==> src/rtl/bytebeat_voice_bank.sv <==
// bytebeat_voice_bank
//   Multi-channel bytebeat engine. A prescaler produces a one-cycle sample
//   strobe (tick) every DIV clocks; each enabled channel advances its time
//   counter t on the tick edge (E), evaluates one of four formulas at E+1,
//   and the averaged mix of all channel samples is loaded at E+2.
//   Every channel also drives a PWM pin from its current sample.
//
// Optional build macro: BYTEBEAT_SYNC_EN adds the 'sync' input, which
//   zeroes the prescaler and all time counters on the next edge.
//
// Ports:
//   clk, reset        clock, synchronous active-high reset
//   sync              (BYTEBEAT_SYNC_EN only) restart prescaler and t
//   a, b, c, d        shared 4-bit knobs
//   mode              2 bits per channel formula select
//   ch_en             per-channel enable
//   mix_out/mix_vld   averaged mix stream, mix_rdy from the consumer
//   overrun, ovf_clr  sticky overwrite flag and its clear
//   pwm_out           per-channel PWM audio
//
// Stream handshake (mix_out / mix_vld / mix_rdy):
//   A transfer happens on any edge with mix_vld=1 and mix_rdy=1. mix_vld then
//   drops unless a new mix loads on that same edge. While mix_vld=1 and
//   mix_rdy=0, mix_out holds, except that a new mix still overwrites it and
//   raises overrun. overrun stays set until ovf_clr; a set on the same edge
//   as a clear wins.
module bytebeat_voice_bank #(
  parameter int NUM_CH   = 4,
  parameter int SAMPLE_W = 8,
  parameter int T_W      = 16,
  parameter int DIV      = 512
) (
  input  logic                  clk,
  input  logic                  reset,
`ifdef BYTEBEAT_SYNC_EN
  input  logic                  sync,
`endif
  input  logic [3:0]            a,
  input  logic [3:0]            b,
  input  logic [3:0]            c,
  input  logic [3:0]            d,
  input  logic [2*NUM_CH-1:0]   mode,
  input  logic [NUM_CH-1:0]     ch_en,
  output logic [SAMPLE_W-1:0]   mix_out,
  output logic                  mix_vld,
  input  logic                  mix_rdy,
  output logic                  overrun,
  input  logic                  ovf_clr,
  output logic [NUM_CH-1:0]     pwm_out
);

  localparam int CH_W  = $clog2(NUM_CH);
  localparam int PS_W  = $clog2(DIV);
  localparam int SUM_W = SAMPLE_W + CH_W;

  logic [PS_W-1:0]     presc;
  logic                tick;
  logic                tick_q1;   // high during the cycle before edge E+1
  logic                tick_q2;   // high during the cycle before edge E+2
  logic                sync_i;
  logic [T_W-1:0]      t      [NUM_CH];
  logic [SAMPLE_W-1:0] f_val  [NUM_CH];
  logic [SAMPLE_W-1:0] sample [NUM_CH];
  logic [SAMPLE_W-1:0] cmp    [NUM_CH];
  logic [SAMPLE_W-1:0] cnt;
  logic [SUM_W-1:0]    sum;
  logic [SAMPLE_W-1:0] mix_next;
  logic                unused_knobs;

`ifdef BYTEBEAT_SYNC_EN
  assign sync_i = sync;
`else
  assign sync_i = 1'b0;
`endif

  // c[3] and d[3:2] do not feed any formula.
  assign unused_knobs = &{1'b0, c[3], d[3:2]};

  assign tick = (presc == PS_W'(DIV - 1));

  // Only the low SAMPLE_W bits of each formula are kept, and those bits of
  // a product depend only on the low bits of its operands, so computing the
  // products at T_W bits gives the same result as the full-width product.
  function automatic logic [SAMPLE_W-1:0] eval_formula(
    input logic [1:0]     m,
    input logic [T_W-1:0] tv,
    input logic [3:0]     ka,
    input logic [3:0]     kb,
    input logic [2:0]     kc,
    input logic [1:0]     kd
  );
    logic [T_W-1:0] mul_a;
    logic [T_W-1:0] mul_b;
    mul_a = tv * T_W'({1'b0, ka} + 5'd1);
    mul_b = tv * T_W'({1'b0, kb} + 5'd1);
    case (m)
      2'd0:    return SAMPLE_W'(mul_a & (tv >> ({2'b0, kb[1:0]} + 4'd5)));
      2'd1:    return SAMPLE_W'(tv ^ (tv >> ({1'b0, kc} + 4'd1)));
      2'd2:    return SAMPLE_W'((tv >> ({2'b0, kd} + 4'd3)) | mul_b);
      default: return SAMPLE_W'(tv & (tv >> 8));
    endcase
  endfunction

  always_comb begin
    for (int i = 0; i < NUM_CH; i++) begin
      f_val[i] = eval_formula(mode[2*i +: 2], t[i], a, b, c[2:0], d[1:0]);
    end
  end

  always_comb begin
    sum = '0;
    for (int i = 0; i < NUM_CH; i++) begin
      sum = sum + SUM_W'(sample[i]);
    end
    mix_next = SAMPLE_W'(sum >> CH_W);
  end

  // Prescaler, time counters and the tick pipeline. sync overrides tick and
  // also cancels the pending sample/mix strobes of a coinciding tick.
  always_ff @(posedge clk) begin
    if (reset) begin
      presc   <= '0;
      tick_q1 <= 1'b0;
      tick_q2 <= 1'b0;
      for (int i = 0; i < NUM_CH; i++) t[i] <= '0;
    end else begin
      tick_q1 <= tick & ~sync_i;
      tick_q2 <= tick_q1;
      if (sync_i || tick) presc <= '0;
      else                presc <= presc + PS_W'(1);
      for (int i = 0; i < NUM_CH; i++) begin
        if (sync_i)                t[i] <= '0;
        else if (tick && ch_en[i]) t[i] <= t[i] + T_W'(1);
      end
    end
  end

  // Sample registers: knobs and mode are only looked at on this edge.
  always_ff @(posedge clk) begin
    if (reset) begin
      for (int i = 0; i < NUM_CH; i++) sample[i] <= '0;
    end else if (tick_q1) begin
      for (int i = 0; i < NUM_CH; i++) sample[i] <= ch_en[i] ? f_val[i] : '0;
    end
  end

  // Mix output register and stream handshake.
  always_ff @(posedge clk) begin
    if (reset) begin
      mix_out <= '0;
      mix_vld <= 1'b0;
      overrun <= 1'b0;
    end else begin
      if (tick_q2) begin
        mix_out <= mix_next;
        mix_vld <= 1'b1;
      end else if (mix_vld && mix_rdy) begin
        mix_vld <= 1'b0;
      end
      if (tick_q2 && mix_vld && !mix_rdy) overrun <= 1'b1;
      else if (ovf_clr)                   overrun <= 1'b0;
    end
  end

  // PWM: compares reload only while the counter sits at its maximum, so a
  // new duty starts cleanly with the next period.
  always_ff @(posedge clk) begin
    if (reset) begin
      cnt     <= '0;
      pwm_out <= '0;
      for (int i = 0; i < NUM_CH; i++) cmp[i] <= '0;
    end else begin
      cnt <= cnt + SAMPLE_W'(1);
      for (int i = 0; i < NUM_CH; i++) begin
        if (cnt == '1) cmp[i] <= sample[i];
        pwm_out[i] <= (cnt < cmp[i]);
      end
    end
  end

endmodule
==> config.mk <==
export PLATFORM = sky130hd
export DESIGN_NAME = bytebeat_voice_bank
export DESIGN_NICKNAME = d
export VERILOG_FILES = /design/src/rtl/bytebeat_voice_bank.sv
export SDC_FILE = /design/constraint.sdc
export NUM_CORES = 1
export LEC_CHECK = 0
export CELL_PAD_IN_SITES_DETAIL_PLACEMENT = 1
export CELL_PAD_IN_SITES_GLOBAL_PLACEMENT = 1
export CORE_MARGIN = 4
export CORE_UTILIZATION = 51
export DETAILED_ROUTE_END_ITERATION = 8
export PLACE_DENSITY_LB_ADDON = 0.1
export SLEW_MARGIN = 10
export SYNTH_ARGS = -nofsm -noshare
export SYNTH_HDL_FRONTEND = slang
export SYNTH_SLANG_ARGS = --single-unit
==> constraint.sdc <==
create_clock -name clk -period 5.85 [get_ports clk]
set_input_delay 1.17 -clock clk [delete_from_list [all_inputs] [get_ports clk]]
set_output_delay 1.17 -clock clk [all_outputs]
set_load 0.05 [all_outputs]
==> flow_metrics.py, run 1 <==
metrics = {
    "synthesis": {
        "yosysWarnings": 0,
        "synthArstFlopShare_pct": 0,
        "synth_top_family_by_area": "adder cells",
        "synth_top_cell_by_area": "edfxtp_1",
        "netlist_instances": 1909,
        "syn_area_um2": 18300,
        "synth-compound-area-share_pct": 8.76,
        "synth_area_leaders": "edfxtp_1 (21%), fa_1 (11%), ha_1 (8.5%)",
        "yosys.area_share.simple_pct": 17.2,
        "synth_edf_count": 128,
        "synthMuxAreaShare_pct": 13.3,
        "synthTopCellsByCount": "inv_1 (167), nand2_1 (166), edfxtp_1 (128)",
        "postSynthAreaPerCell_um2": 9.57,
        "ys_ff_latch": 161,
        "yosysMostFrequentCell": "inv_1",
        "synth_top_area_share_pct": 21.0,
        "synthAdderAreaFrac_pct": 19.9,
        "synthFlopType": "edfxtp_1",
        "synth-xor-area-share_pct": 8.75,
        "synth.yosys.seq_area_share_pct": 24.7,
        "synth_nets": 2169,
        "ys_types": 62,
    },
    "power": {
        "p_leak_nw": 8.23,
        "p_sw_mw": 1.22,
        "clkPwrFrac_pct": 31.6,
        "comb_power_share_pct": 31.1,
        "ir_worst_vdd_uv": 160,
        "power.total_mw": 3.61,
        "internal-power_mw": 2.39,
        "p_sw_share_pct": 33.9,
        "seqPwrFrac_pct": 37.4,
        "power.density_nw_per_um2": 185,
    },
    "detailed_routing": {
        "drt-wirelength-per-cell_um": 22.3,
        "vias": 14200,
        "dr_wl_met3_um": 2690,
        "antenna_left": 0,
        "viasPerCell": 6.07,
        "drtIter0Drc": 928,
        "finalWirelength_um": 51900,
        "first_pass_iters": 7,
        "dr_wl_met2_um": 25500,
        "met1Wirelength_um": 22500,
        "top_layer": "met4",
        "drc": 0,
    },
    "worst_hold_path": {
        "hold_path_depth": 1,
        "holdPathEnd": "presc[0]",
        "hold_path.startpoint": "presc[0]",
        "hp-class": "flip-flop to flip-flop",
    },
    "clock_network": {
        "post-cts-setup-buffer-count": 0,
        "clk_pin_slew_ns": 0.07,
        "cts_tree": "yes",
        "htreeDepth": 4,
        "hold_buffers": 0,
        "ctsResizeCount": 0,
        "worstSkewPairLatency_ns": 0.44,
        "cts_root_buffer": "clkbuf_16",
        "numCtsBuffers": 17,
        "cts_max_path_buffers": 2,
        "cts_sinks": 161,
    },
    "sta": {
        "finalCriticalPeriod_ns": 5.59,
        "setup_viol": 0,
        "slew_violations": 0,
        "setup_ws_ns": 0.258,
        "max_slew_margin_pct": 28.5,
        "final.setup.tns_ns": 0,
        "worst_slew_pin_slew_ns": 1.07,
        "rsz0062_at_grt": "false",
        "max_freq_ghz": 0.179,
        "fin_skew_ns": 0.0213,
        "hold_viol": 0,
        "post-route-period-util_pct": 95.6,
    },
    "final_layout": {
        "stdcell_area_um2": 19500,
        "fin_nets": 2119,
        "stdcell_count": 2333,
        "antenna_cells": 0,
        "syn2layout_area_growth_pct": 6.83,
        "fill_cells": 3971,
        "drive_gt1_share_pct": 9.40,
    },
    "placed_design": {
        "place_congestion": 0.858,
        "dpl.hpwl_um": 37500,
        "dpl.cell_count": 2301,
        "postPlaceCellArea_um2": 18900,
        "pre_cts_slack_ns": -0.281,
        "port-buffer-count": 42,
    },
    "critical_path": {
        "worstSetupPathType": "primary input to flip-flop",
        "max_stage_delay_ns": 0.60,
        "r2r_setup_slack_ns": 1.39,
        "slowest_stage": "clkdlybuf4s50_1",
        "worst_r2r_endpoint": "sample[1][5]",
        "r2r.worst_path.cells": 12,
        "cp-start-kind": "primary input",
        "crit_top_cell": "fa_1",
        "crit_arrival_ns": 5.81,
        "cp.required_ns": 6.07,
        "cp_max_fo": 12,
        "endpoint_kind": "flip-flop",
        "crit_chain": "clkdlybuf4s50_1 -> ha_1 -> xor2_2 -> buf_12 -> nand2_1 -> fa_1 -> fa_1 -> fa_1 -> inv_1 -> ha_1 -> nor2b_1 -> o21ai_0 -> nand2_1 -> a2111oi_0 -> a211oi_1 -> a211oi_1",
        "r2r_start": "t[1][1]",
    },
    "floorplanning": {
        "core-area_um2": 35500,
        "die_w_um": 197,
        "initial_utilization_pct": 51.5,
        "core.rowCount": 69,
        "dieArea_um2": 38900,
        "io_pins": 46,
        "die_h_um": 197,
    },
    "global_routing": {
        "grt_max_degree": 58,
        "grt_antenna_before_repair": 0,
        "grt_pass1_vias": 15200,
        "grt_pass1_wl_um": 83900,
        "grt_overflow_total": 0,
        "grt_util_all_layers_pct": 27.0,
    },
    "run": {
        "max-cap-violations": 0,
    },
    "run_status": {
        "outcome": "completed",
    },
}
-- metrics by stage --
stage / utilization [%] / hold WS [ns]
floorplan: - / 0.418
global placement: 53.3 / 0.430
detailed placement: 53.3 / 0.449
CTS: 55.0 / 0.466
global route: 55.0 / 0.506
finish: 55.0 / 0.455
-- final cells by class --
| class | instances | area, um^2 | area share, % |
|---|---|---|---|
| repair buffers | 91 | 788 | 4.04 |
| flip-flops and latches | 161 | 4500 | 23.1 |
| multi-input cells | 1421 | 12400 | 63.8 |
| clock inverters | 15 | 149 | 0.763 |
| well taps | 461 | 577 | 2.96 |
| inverters | 167 | 627 | 3.21 |
| clock buffers | 17 | 425 | 2.18 |
-- placed cells by master (no fill, tap or decap), types with 17 or more instances in the layout --
master / Yosys / layout
and2_1: 116 / 116
nand3_1: 44 / 44
nand2b_1: 29 / 29
dfxtp_1: 33 / 33
mux4_2: 66 / 66
inv_1: 167 / 167
buf_4: 11 / 47
a21o_1: 37 / 37
nor2_1: 123 / 123
o21ai_0: 27 / 27
ha_1: 124 / 124
clkbuf_16: 0 / 17
a21oi_1: 83 / 83
nor2b_1: 54 / 54
edfxtp_1: 128 / 128
a211oi_1: 20 / 20
mux2i_1: 86 / 86
and3_1: 20 / 20
nand2_1: 166 / 166
xor2_1: 56 / 55
fa_1: 104 / 104
clkdlybuf4s50_1: 0 / 34
xnor2_1: 104 / 102
-- worst max path at each step --
stage	from	end	slack, ns	cells past startpoint
6_report	a[0]	sample[1][5]	0.26	16
5_1_grt	a[0]	sample[1][5]	0.03	16
4_1_cts	a[0]	sample[3][5]	0.16	16
3_5_place_dp	a[0]	sample[3][5]	-0.28	16
3_3_place_gp	a[0]	sample[3][5]	-0.28	16
2_1_floorplan	b[1]	sample[3][7]	0.53	17
-- critical path: cells and delay by family --
family	cells	cell delay [ns]
adders and majority gates	5	2.12
AOI/OAI and AO/OA	4	1.09
buffers and inverters	3	0.82
and+or+nand+nor	3	0.30
xor gates and xnor gates	1	0.30
-- sequential cells by signal, summed over array words and instances (netlist names) --
register	count
cnt	8
mix_out	8
tick_q1	1
t	64
sample	32
cmp	32
overrun	1
presc	9
mix_vld	1
pwm_out	4
tick_q2	1
-- per-layer routing --
metal	vias up	global-route usage, %
met5	-	0
met4	0	7.09
met3	75	4.03
met2	393	46.0
met1	7278	36.4
li1	6425	-
-- cell families (layout without fill, tap and decap cells) --
group	Yosys count	after routing
muxes	160	160
xor gates and xnor gates	169	169
and+or+nand+nor	620	620
DFF	161	161
AOI/OAI and AO/OA	244	244
buffers and inverters	327	290
adders and majority gates	228	228
-- power by group through the flow --
stage	Sequential [mW]	Combinational, mW	Clock, mW
2_1_floorplan	1.32	0.850	0
3_3_place_gp	1.37	1.07	0
3_5_place_dp	1.37	1.11	0
4_1_cts	1.35	1.13	1.15
5_1_grt	1.35	1.25	1.20
6_report	1.35	1.12	1.14
Note: power is estimated with default switching activity, not from simulation.
==> run 2: changes to the inputs <==
PLACE_DENSITY_LB_ADDON = 0.2   (was 0.1)
clock period = 5.5 ns   (was 5.85 ns; I/O delays follow)
==> flow_metrics.py, run 2 (synthesis gave the netlist of run 1 again) <==
metrics = {
    "run_status": {
        "outcome": "completed",
    },
    "global_routing": {
        "grt_overflow_total": 0,
        "grt_util_all_layers_pct": 27.7,
        "grt_max_degree": 58,
        "grt_pass1_wl_um": 85000,
        "grt_antenna_before_repair": 0,
        "grt_pass1_vias": 15500,
    },
    "floorplanning": {
        "io_pins": 46,
        "die_w_um": 197,
        "dieArea_um2": 38900,
        "core-area_um2": 35500,
        "initial_utilization_pct": 51.5,
        "die_h_um": 197,
        "core.rowCount": 69,
    },
    "clock_network": {
        "hold_buffers": 0,
        "clk_pin_slew_ns": 0.07,
        "cts_max_path_buffers": 2,
        "numCtsBuffers": 17,
        "cts_root_buffer": "clkbuf_16",
        "worstSkewPairLatency_ns": 0.46,
        "cts_tree": "yes",
        "post-cts-setup-buffer-count": 0,
        "htreeDepth": 4,
        "cts_sinks": 161,
    },
    "detailed_routing": {
        "viasPerCell": 6.10,
        "drt-wirelength-per-cell_um": 22.3,
        "finalWirelength_um": 52800,
        "drtIter0Drc": 1124,
        "drc": 0,
        "antenna_left": 0,
        "first_pass_iters": 5,
        "vias": 14400,
    },
    "run": {
        "max-cap-violations": 0,
    },
    "critical_path": {
        "crit_start": "a[1]",
        "cp.required_ns": 5.72,
        "cp.depth": 16,
        "critPathTopFamily": "adder cells",
        "max_stage_delay_ns": 0.55,
        "path_buf_inv": 4,
        "cp-start-kind": "primary input",
        "slowest_stage": "fa_1",
        "endpoint_kind": "flip-flop",
        "r2r.worst_path.cells": 12,
        "crit_chain": "clkdlybuf4s50_1 -> ha_1 -> xor2_2 -> buf_4 -> and2_1 -> fa_1 -> fa_1 -> inv_1 -> fa_1 -> inv_1 -> ha_1 -> o21ai_0 -> a21oi_1 -> xnor2_1 -> nand3_1 -> a311oi_1",
        "crit_arrival_ns": 5.52,
        "cp_max_fo": 8,
        "r2r_start": "t[3][0]",
        "crit_top_cell": "fa_1",
        "worstSetupPathType": "primary input to flip-flop",
    },
    "final_layout": {
        "reg_top3": "t x64, cmp x32, sample x32",
        "largest_register": "t",
        "final_cell_mix": "inv_1 (167), nand2_1 (166), edfxtp_1 (128)",
        "largest_reg_flops": 64,
        "antenna_cells": 0,
        "drive_gt1_share_pct": 10.9,
        "layout_commonest_cell": "inv_1",
        "syn2layout_area_growth_pct": 8.18,
        "fill_cells": 3972,
        "stdcell_area_um2": 19800,
        "stdcell_count": 2364,
        "post-route-util_pct": 55.7,
        "fin_nets": 2150,
    },
    "power": {
        "clkPwrFrac_pct": 32.3,
        "internal-power_mw": 2.55,
        "power.density_nw_per_um2": 199,
        "ir_worst_vdd_uv": 221,
        "p_leak_nw": 8.38,
        "p_sw_mw": 1.39,
        "seqPwrFrac_pct": 36.5,
        "comb_power_share_pct": 31.2,
        "power.total_mw": 3.94,
        "p_sw_share_pct": 35.3,
    },
    "sta": {
        "max_freq_ghz": 0.189,
        "post-route-period-util_pct": 96.4,
        "rsz0062_at_grt": "false",
        "hold_ws_ns": 0.454,
        "setup_viol": 0,
        "final.setup.tns_ns": 0,
        "max_slew_margin_pct": 27.8,
        "finalCriticalPeriod_ns": 5.30,
        "fin_skew_ns": 0.0131,
        "hold_viol": 0,
        "worst_slew_pin_slew_ns": 1.08,
        "setup_ws_ns": 0.198,
        "slew_violations": 0,
    },
    "worst_hold_path": {
        "hold_path_depth": 1,
        "hp-class": "flip-flop to flip-flop",
        "hold_path.startpoint": "presc[0]",
    },
    "placed_design": {
        "dpl.hpwl_um": 38700,
        "postPlaceCellArea_um2": 19100,
        "pre_cts_slack_ns": -0.579,
        "port-buffer-count": 42,
        "place_congestion": 0.857,
        "dpl.cell_count": 2332,
    },
}
[run 2: changes by cell type in the layout (fill, tap and decap cells not counted), moves of 2 or more]
cell,change
clkinv_4,-5
clkinv_8,+4
buf_4,+33
clkinv_2,-3
buf_12,-2
inv_8,+3
[run 2: final timing paths]
kind,slack [ns],end
setup / recovery,0.20,sample[3][7]
hold reg to reg,0.45,presc[0]
hold / removal,0.45,presc[0]
setup reg to reg,0.89,sample[3][7]
[run 2: power groups by stage]
stage	combinational [mW]	clock (mW)	sequential [mW]
finish	1.23	1.27	1.44
global route	1.37	1.34	1.44
CTS	1.23	1.30	1.44
detailed placement	1.22	0	1.46
global placement	1.15	0	1.46
floorplan	0.905	0	1.40
[run 2: area by class of cell]
class,count,area [um^2],area share (%)
multi-input combinational,1421,12400,63.0
timing repair buffer,122,998,5.05
inverter,167,627,3.17
tap,461,577,2.92
sequential,161,4500,22.8
clock inverter,15,183,0.925
clock buffer,17,425,2.15
[run 2: repair_timing]
item | 4_1_cts | 5_1_grt
pin swaps | 0 | 1
resized for setup | 2 | 4
setup endpoints to repair | 4 | 12
[run 2: per-layer routing]
metal | global-route usage, % | up-vias | share of wire, %
li1 | - | 6489 | -
met3 | 4.26 | 89 | 5.9
met2 | 46.8 | 483 | 49
met5 | 0 | - | 0
met1 | 36.9 | 7364 | 42
met4 | 8.73 | 0 | 2.5
